$ cat src/rtl/seg7_scan_driver.sv
// seg7_scan_driver: time-multiplexes a 32-bit word as 8 hex digits on a
// common-anode 7-segment display. A shadow copy of the word is swapped in
// only at frame boundaries, so a frame never mixes digits of two words.
// Optional anti-ghost blanking at the start of each slot is enabled by
// defining SEG7_GHOST_BLANK_EN.
module seg7_scan_driver #(
  parameter int unsigned REFRESH_DIV  = 100000,
  parameter int unsigned CNT_W        = 17,
  parameter int unsigned BLANK_CYCLES = 8
) (
  input  logic        Clk,
  input  logic        Rst,
  input  logic [31:0] Value,
  input  logic        Load,
  output logic [6:0]  out7,
  output logic [7:0]  en_out,
  output logic        frame_done
);

  localparam logic [CNT_W-1:0] PRESC_MAX = CNT_W'(REFRESH_DIV - 1);

`ifdef SEG7_GHOST_BLANK_EN
  localparam logic BLANK_EN = 1'b1;
`else
  localparam logic BLANK_EN = 1'b0;
`endif

  logic [CNT_W-1:0] presc;
  logic [2:0]       idx;
  logic [31:0]      pending;
  logic [31:0]      shown;
  logic             pend_vld;

  logic             tick_c;
  logic             boundary_c;
  logic             blank_c;
  logic [3:0]       nib_c;
  logic [6:0]       seg_c;

  assign tick_c     = (presc == PRESC_MAX);
  assign boundary_c = tick_c && (idx == 3'd7);
  // Blanking compares in 32 bits so BLANK_CYCLES is not truncated to CNT_W.
  assign blank_c    = BLANK_EN && (32'(presc) < BLANK_CYCLES);
  assign nib_c      = shown[{idx, 2'b00} +: 4];

  // Hex nibble to active-low {a,b,c,d,e,f,g} segment pattern.
  always_comb begin
    seg_c = 7'h7F;
    case (nib_c)
      4'h0: seg_c = 7'b0000001;
      4'h1: seg_c = 7'b1001111;
      4'h2: seg_c = 7'b0010010;
      4'h3: seg_c = 7'b0000110;
      4'h4: seg_c = 7'b1001100;
      4'h5: seg_c = 7'b0100100;
      4'h6: seg_c = 7'b0100000;
      4'h7: seg_c = 7'b0001111;
      4'h8: seg_c = 7'b0000000;
      4'h9: seg_c = 7'b0000100;
      4'hA: seg_c = 7'b0001000;
      4'hB: seg_c = 7'b1100000;
      4'hC: seg_c = 7'b0110001;
      4'hD: seg_c = 7'b1000010;
      4'hE: seg_c = 7'b0110000;
      4'hF: seg_c = 7'b0111000;
      default: seg_c = 7'h7F;
    endcase
  end

  // Prescaler: one tick every REFRESH_DIV cycles.
  always_ff @(posedge Clk) begin
    if (Rst) begin
      presc <= '0;
    end else if (tick_c) begin
      presc <= '0;
    end else begin
      presc <= presc + CNT_W'(1);
    end
  end

  // Digit index advances once per slot and wraps 7 -> 0.
  always_ff @(posedge Clk) begin
    if (Rst) begin
      idx <= 3'd0;
    end else if (tick_c) begin
      idx <= idx + 3'd1;
    end
  end

  // Pending/shadow word: loads collect in pending, swap in at frame boundary;
  // a load on the boundary edge bypasses straight into shown.
  always_ff @(posedge Clk) begin
    if (Rst) begin
      pending  <= '0;
      shown    <= '0;
      pend_vld <= 1'b0;
    end else begin
      if (Load) begin
        pending <= Value;
      end
      if (boundary_c) begin
        if (Load) begin
          shown <= Value;
        end else if (pend_vld) begin
          shown <= pending;
        end
        pend_vld <= 1'b0;
      end else if (Load) begin
        pend_vld <= 1'b1;
      end
    end
  end

  // Registered display outputs and frame pulse, one cycle behind idx/shown.
  always_ff @(posedge Clk) begin
    if (Rst) begin
      out7       <= 7'h7F;
      en_out     <= 8'hFF;
      frame_done <= 1'b0;
    end else begin
      frame_done <= boundary_c;
      if (blank_c) begin
        out7   <= 7'h7F;
        en_out <= 8'hFF;
      end else begin
        out7   <= seg_c;
        en_out <= ~(8'b1 << idx);
      end
    end
  end

endmodule

$ cat config.mk
export PLATFORM = sky130hd
export DESIGN_NAME = seg7_scan_driver
export DESIGN_NICKNAME = d
export VERILOG_FILES = /design/src/rtl/seg7_scan_driver.sv
export SDC_FILE = /design/constraint.sdc
export NUM_CORES = 1
export LEC_CHECK = 0
export ABC_AREA = 1
export CAP_MARGIN = 20
export CORE_MARGIN = 2
export CORE_UTILIZATION = 45
export CTS_CLUSTER_SIZE = 8
export DETAILED_ROUTE_END_ITERATION = 16
export GPL_TIMING_DRIVEN = 0
export PLACE_DENSITY = 0.66
export RECOVER_POWER = 25
export SYNTH_ARGS = -nofsm -noshare
export SYNTH_HDL_FRONTEND = slang
export SYNTH_SLANG_ARGS = --single-unit
$ cat constraint.sdc
create_clock -name Clk -period 2.65 [get_ports Clk]
set_input_delay 0.53 -clock Clk [delete_from_list [all_inputs] [get_ports Clk]]
set_output_delay 0.53 -clock Clk [all_outputs]
set_load 0.01 [all_outputs]
---- Word-level counts from Yosys, hierarchy flattened ----
Memories as Yosys holds them, arrays and structs flattened. A register that Yosys moved wholly into a read port is not among the register bits.
Index checks and enable logic that the tools add are counted.
word-level totals
  register bits after elaboration ......... 94
  ROM bits ................................ 112
  input bits .............................. 35
  logic and storage cells ................. 22
  memories ................................ 1
memory list
  memory            depth  width  rd ports  clocked after memory_dff  wr ports  RTL line  text
  (name not given)  16     7      1         1                         0         49        case (nib_c)
operators by class
  add/subtract/negate cells ............... 2
  eq/ne operators ......................... 2
  shift operators ......................... 2
  mux-type cells .......................... 2
  bitwise operators ....................... 1
  reduce and logical (&&, ||, !) cells .... 5
operator list
  kind                                             count
  two-way mux 32 bit                               2
  indexed part select 32 x 6 -> 4 bit              1
  adder 17 x 1 -> 17 bit, second input constant    1
  == test 17 bit, second input constant            1
  NOT 8 bit                                        1
  << shifter 1 x 3 -> 8 bit, first input constant  1
  OR reduction 2 bit                               2
  adder 3 x 1 -> 3 bit, second input constant      1
  == test 3 bit, second input constant             1
  AND reduction 2 bit                              1
  nonzero test 2 bit                               1
  logical AND 1 bit                                1

---- Longest topological paths before layout ----
  depth after elaboration ................. 3
  gate-level depth with buffers ........... 13
  gate-level depth less buffers ........... 11

---- Worst setup path after synthesis ----
Ideal clock, no wire load.
  path kind ............................... register to register
  from .................................... reg idx[1]
  to ...................................... reg out7[1]
  arrival time ............................ 1,749 ps
  path slack .............................. 768 ps
  cell stages (with the launch flop) ...... 12
  buffers on the path ..................... 1
  period minus slack after synthesis ...... 1,882 ps
  cells stage by stage .................... dfxtp_1 -> buf_2 -> inv_2 -> nand3_1 -> nand2_1 -> o21ai_0 -> inv_1 -> ha_1 -> nand3_1 -> nand2_1 -> nand2_1 -> nand3_1
on the way
  longest elaborated chain between the ends .. 1
RTL lines
  item                                 RTL line  text
  start, declared                      29        logic [2:0] idx;
  start signal, assigned               86        idx <= idx + 3'd1;
  indexed part select 32 x 6 -> 4 bit  44        assign nib_c = shown[{idx, 2'b00} +: 4];
  end, declared                        15        output logic [6:0] out7,
Every way passes these cells.
A chain may end at the register's enable or synchronous reset.

---- Worst setup path after layout ----
Same ends and word-level chain as after synthesis.

==> impl_summary.log <==
INFO  metric outcome = finished clean
INFO  metric worst_skew = 0.0135 ns
INFO  metric synth.ff_latch_count = 101
INFO  metric synth.avg_cell_area = 7.38 um2
INFO  metric drt-met1-wl = 4.77 mm
INFO  metric switching_share = 0.228
INFO  metric critPathSlowestCell = sky130_fd_sc_hd__o21ai_0
INFO  metric drc_errors = 0
INFO  metric synth_top_cells_by_area = sky130_fd_sc_hd__dfxtp_1 43%, sky130_fd_sc_hd__nand2_1 12%, sky130_fd_sc_hd__nor2_1 7.8%, sky130_fd_sc_hd__mux2i_1 6.8%, sky130_fd_sc_hd__inv_1 6.6%
INFO  metric clock_insertion_delay_worst_skew = 0.37 ns
INFO  metric placement_rows = 37
INFO  metric synth_top_cells_by_count = 150 x sky130_fd_sc_hd__nand2_1, 101 x sky130_fd_sc_hd__dfxtp_1, 98 x sky130_fd_sc_hd__nor2_1
INFO  metric crit_chain = buf_2, inv_2, nand3_1, nand2_1, o21ai_0, inv_1, ha_1, nand3_1, nand2_1, nand2_1, nand3_1
INFO  metric ant_nets = 0
INFO  metric drtIter0Drc = 247
INFO  metric grt_util_all_layers = 0.192
INFO  metric design.final.nets = 743
INFO  metric drive_gt1_frac = 0.0586
INFO  metric timing_max_transition_violations_final = 0
INFO  metric internal_power = 2.15 mW
INFO  metric timing.max_cap.violations = 0
INFO  metric power_density = 502 nW/um2
INFO  metric post_cts_resized = 0
INFO  metric design.core.area = 10200 um2
INFO  metric worst_slew_pin_slew = 0.736 ns
INFO  metric cts.reportedPaths.clkPinSlew = 0.09 ns
INFO  metric cts_hold_repair.buffers = 0
INFO  metric met2WireLength = 4.70 mm
INFO  metric synth-warning-count = 0
INFO  metric worst_ir_drop_vdd = 0.000242 V
INFO  metric grt_start_max_net_pins = 17
INFO  metric end_kind = flip-flop
INFO  metric period_needed = 2.30 ns
INFO  metric synth_top_area_frac = 0.431
INFO  metric post-route-util = 0.541
INFO  metric finalWirelength = 10.1 mm
INFO  metric p_sw = 0.636 mW
INFO  metric cts_root_buffer = sky130_fd_sc_hd__clkbuf_8
INFO  metric path_delay_family = buffers and inverters
INFO  metric tritoncts = built
INFO  metric synth_fp_nets = 683
INFO  metric drt-vias-per-instance = 4.80
INFO  metric worstSetupPathType = flip-flop to flip-flop
INFO  metric syn_inst = 635
INFO  metric dp_hpwl = 7.49 mm
INFO  metric setup_tns = 0 ns
INFO  metric synthDominantAreaCellType = sky130_fd_sc_hd__dfxtp_1
INFO  metric cts_sinks = 101
INFO  metric h-tree-depth = 3
INFO  metric top_signal_layer_used = met4
INFO  metric first_global_vias = 3950
INFO  metric pin_count = 51
INFO  metric finalWeightedCongestion = 0.848
INFO  metric floorplan.initialDensity = 0.458
INFO  metric post-cts-setup-buffer-count = 0
INFO  metric grt_setup_unrepaired = false
INFO  metric synth.yosys.seq_area_share = 0.431
INFO  metric antenna_found_initial = 0
INFO  metric detailroute.via_count = 4009
INFO  metric antenna_cells = 0
INFO  metric leakage = 2.55 nW
INFO  metric ys.flop_type = sky130_fd_sc_hd__dfxtp_1
INFO  metric syn-cell-area = 4690 um2
INFO  metric number_of_enable_type_register_cells_in_the_synthesized_netlist = 0
INFO  metric critPathBufInv = 3
INFO  metric avgRoutedWirePerCell = 12.1 um
INFO  metric port_buffers = 49
INFO  metric timing.max_slew.rel_slack = 0.504
INFO  metric clkPwrFrac = 0.365
INFO  metric critPathLaunchType = flip-flop
INFO  metric top_count_cell_post_synth = sky130_fd_sc_hd__nand2_1
INFO  metric cp_slowest_stage_delay = 0.50 ns
INFO  metric detailedRoute.firstPassIterationCount = 5
INFO  metric crit_arrival = 2.54 ns
INFO  metric timing.final.crit_share = 0.869
INFO  metric dieWidth = 106 um
INFO  metric clock_buffers_created_by_tritoncts = 9
INFO  metric seq_power_share = 0.562
INFO  metric floorplan.die_area = 11200 um2
INFO  metric fill_cells = 1023
INFO  metric grt_pass1_wl = 17.6 mm
INFO  metric yosys.cell_types.count = 28
INFO  metric p_comb_frac = 0.073
INFO  metric max_clock_freq = 434 MHz
INFO  metric multi_input_comb_area = 2110 um2
INFO  metric globalRoute.totalOverflow = 0
INFO  metric postSynth.asyncResetShare = 0
INFO  metric type_of_the_tightest_min_delay_check = flip-flop to flip-flop
INFO  metric fp.dieH = 106 um
INFO  metric report.final.setup_viol = 0
INFO  metric clock_path_buffers = 2
INFO  metric finalHoldViolCount = 0
INFO  metric final-seq-area = 2020 um2
INFO  metric detailroute.wirelength.met3 = 379 um
INFO  metric critical_path.max_fanout = 10
INFO  metric flow.area_growth_from_synthesis = 18.2%
INFO  metric worst-endpoint-required = 2.89 ns
## per-stage QoR
step | std cells | power [mW] | worst slack (ns) | instance area, um2 | hold slack (ns)
floorplan | 635 | 1.71 | 0.768 | 4690 | 0.417
global placement | 820 | 1.80 | 0.428 | 5350 | 0.428
detailed placement | 820 | 1.81 | 0.405 | 5350 | 0.441
CTS | 836 | 2.82 | 0.380 | 5560 | 0.455
global route | 836 | 2.90 | 0.132 | 5540 | 0.491
finish | 836 | 2.78 | 0.348 | 5540 | 0.448
## registers in the layout, indices dropped and copies added, names as in the netlist
signal      flops
pending        32
shown          32
presc          17
en_out          8
out7            7
idx             3
frame_done      1
pend_vld        1
## cells by family (layout without fill, tap and decap cells)
logic type | after synthesis | count (layout) | synth area share
buffers and inverters | 124 | 189 | 0.116
adder cells (fa/ha/maj) | 13 | 13 | 0.0347
flip-flops | 101 | 101 | 0.431
XOR/XNOR | 8 | 8 | 0.0149
AO/OA/AOI/OAI | 16 | 16 | 0.0187
AND/OR/NAND/NOR | 341 | 341 | 0.316
multiplexers | 32 | 32 | 0.0683
## routing by layer
metal | global-route usage | up-vias
li1 | - | 2104
met1 | 0.252 | 1788
met2 | 0.319 | 96
met3 | 0.0239 | 21
met4 | 0.0846 | 0
met5 | 0 | -
## layout make-up
cell class,count,area share
Inverter,90,0.0610
Multi-Input combinational cell,410,0.381
Timing Repair Buffer,49,0.0885
Clock inverter,4,0.0102
Clock buffer,12,0.0280
Buffer,34,0.0355
Sequential cell,101,0.365
Tap cell,136,0.0307
## worst paths after layout
| kind | slack, ns | depth (start not counted) | startpoint | to |
|---|---|---|---|---|
| setup / recovery | 0.35 | 11 | idx[1]$_SDFFE_PP0P_ | out7[1]$_SDFF_PP1_ |
| hold / removal | 0.45 | 1 | presc[0]$_SDFF_PP0_ | presc[0]$_SDFF_PP0_ |
| setup reg to reg | 0.35 | 11 | idx[1]$_SDFFE_PP0P_ | out7[1]$_SDFF_PP1_ |
| hold reg to reg | 0.45 | 1 | presc[0]$_SDFF_PP0_ | presc[0]$_SDFF_PP0_ |
## power groups by stage
stage / Clock [mW] / Sequential [mW] / Combinational (mW)
finish: 1.02 / 1.57 / 0.202
global route: 1.11 / 1.57 / 0.224
CTS: 1.05 / 1.57 / 0.205
detailed placement: 0 / 1.60 / 0.204
global placement: 0 / 1.60 / 0.201
floorplan: 0 / 1.60 / 0.109
## worst register-to-register path, stage by stage, from the launching register on
cell and delay (ns):
sky130_fd_sc_hd__dfxtp_1 0.36, sky130_fd_sc_hd__buf_2 0.25, sky130_fd_sc_hd__inv_2 0.15, sky130_fd_sc_hd__nand3_1 0.12, sky130_fd_sc_hd__nand2_1 0.05, sky130_fd_sc_hd__o21ai_0 0.50, sky130_fd_sc_hd__inv_1 0.18, sky130_fd_sc_hd__ha_1 0.24
sky130_fd_sc_hd__nand3_1 0.13, sky130_fd_sc_hd__nand2_1 0.08, sky130_fd_sc_hd__nand2_1 0.06, sky130_fd_sc_hd__nand3_1 0.07
## cell usage in the layout (no fill, tap or decap), types with 3 or more instances in the layout
| cell | n |
|---|---|
| sky130_fd_sc_hd__a21oi_1 | 6 |
| sky130_fd_sc_hd__nand3_1 | 47 |
| sky130_fd_sc_hd__buf_2 | 7 |
| sky130_fd_sc_hd__nand2_1 | 150 |
| sky130_fd_sc_hd__xor2_1 | 8 |
| sky130_fd_sc_hd__nand4_1 | 37 |
| sky130_fd_sc_hd__clkbuf_1 | 17 |
| sky130_fd_sc_hd__dfxtp_1 | 101 |
| sky130_fd_sc_hd__o21ai_0 | 5 |
| sky130_fd_sc_hd__clkdlybuf4s50_1 | 46 |
| sky130_fd_sc_hd__dlygate4sd3_1 | 3 |
| sky130_fd_sc_hd__clkinv_4 | 3 |
| sky130_fd_sc_hd__nor3_1 | 3 |
| sky130_fd_sc_hd__nor2_1 | 99 |
| sky130_fd_sc_hd__inv_2 | 6 |
| sky130_fd_sc_hd__buf_6 | 7 |
| sky130_fd_sc_hd__inv_1 | 83 |
| sky130_fd_sc_hd__ha_1 | 13 |
| sky130_fd_sc_hd__clkbuf_8 | 11 |
| sky130_fd_sc_hd__mux2i_1 | 32 |
(Power assumes the default switching activity.)
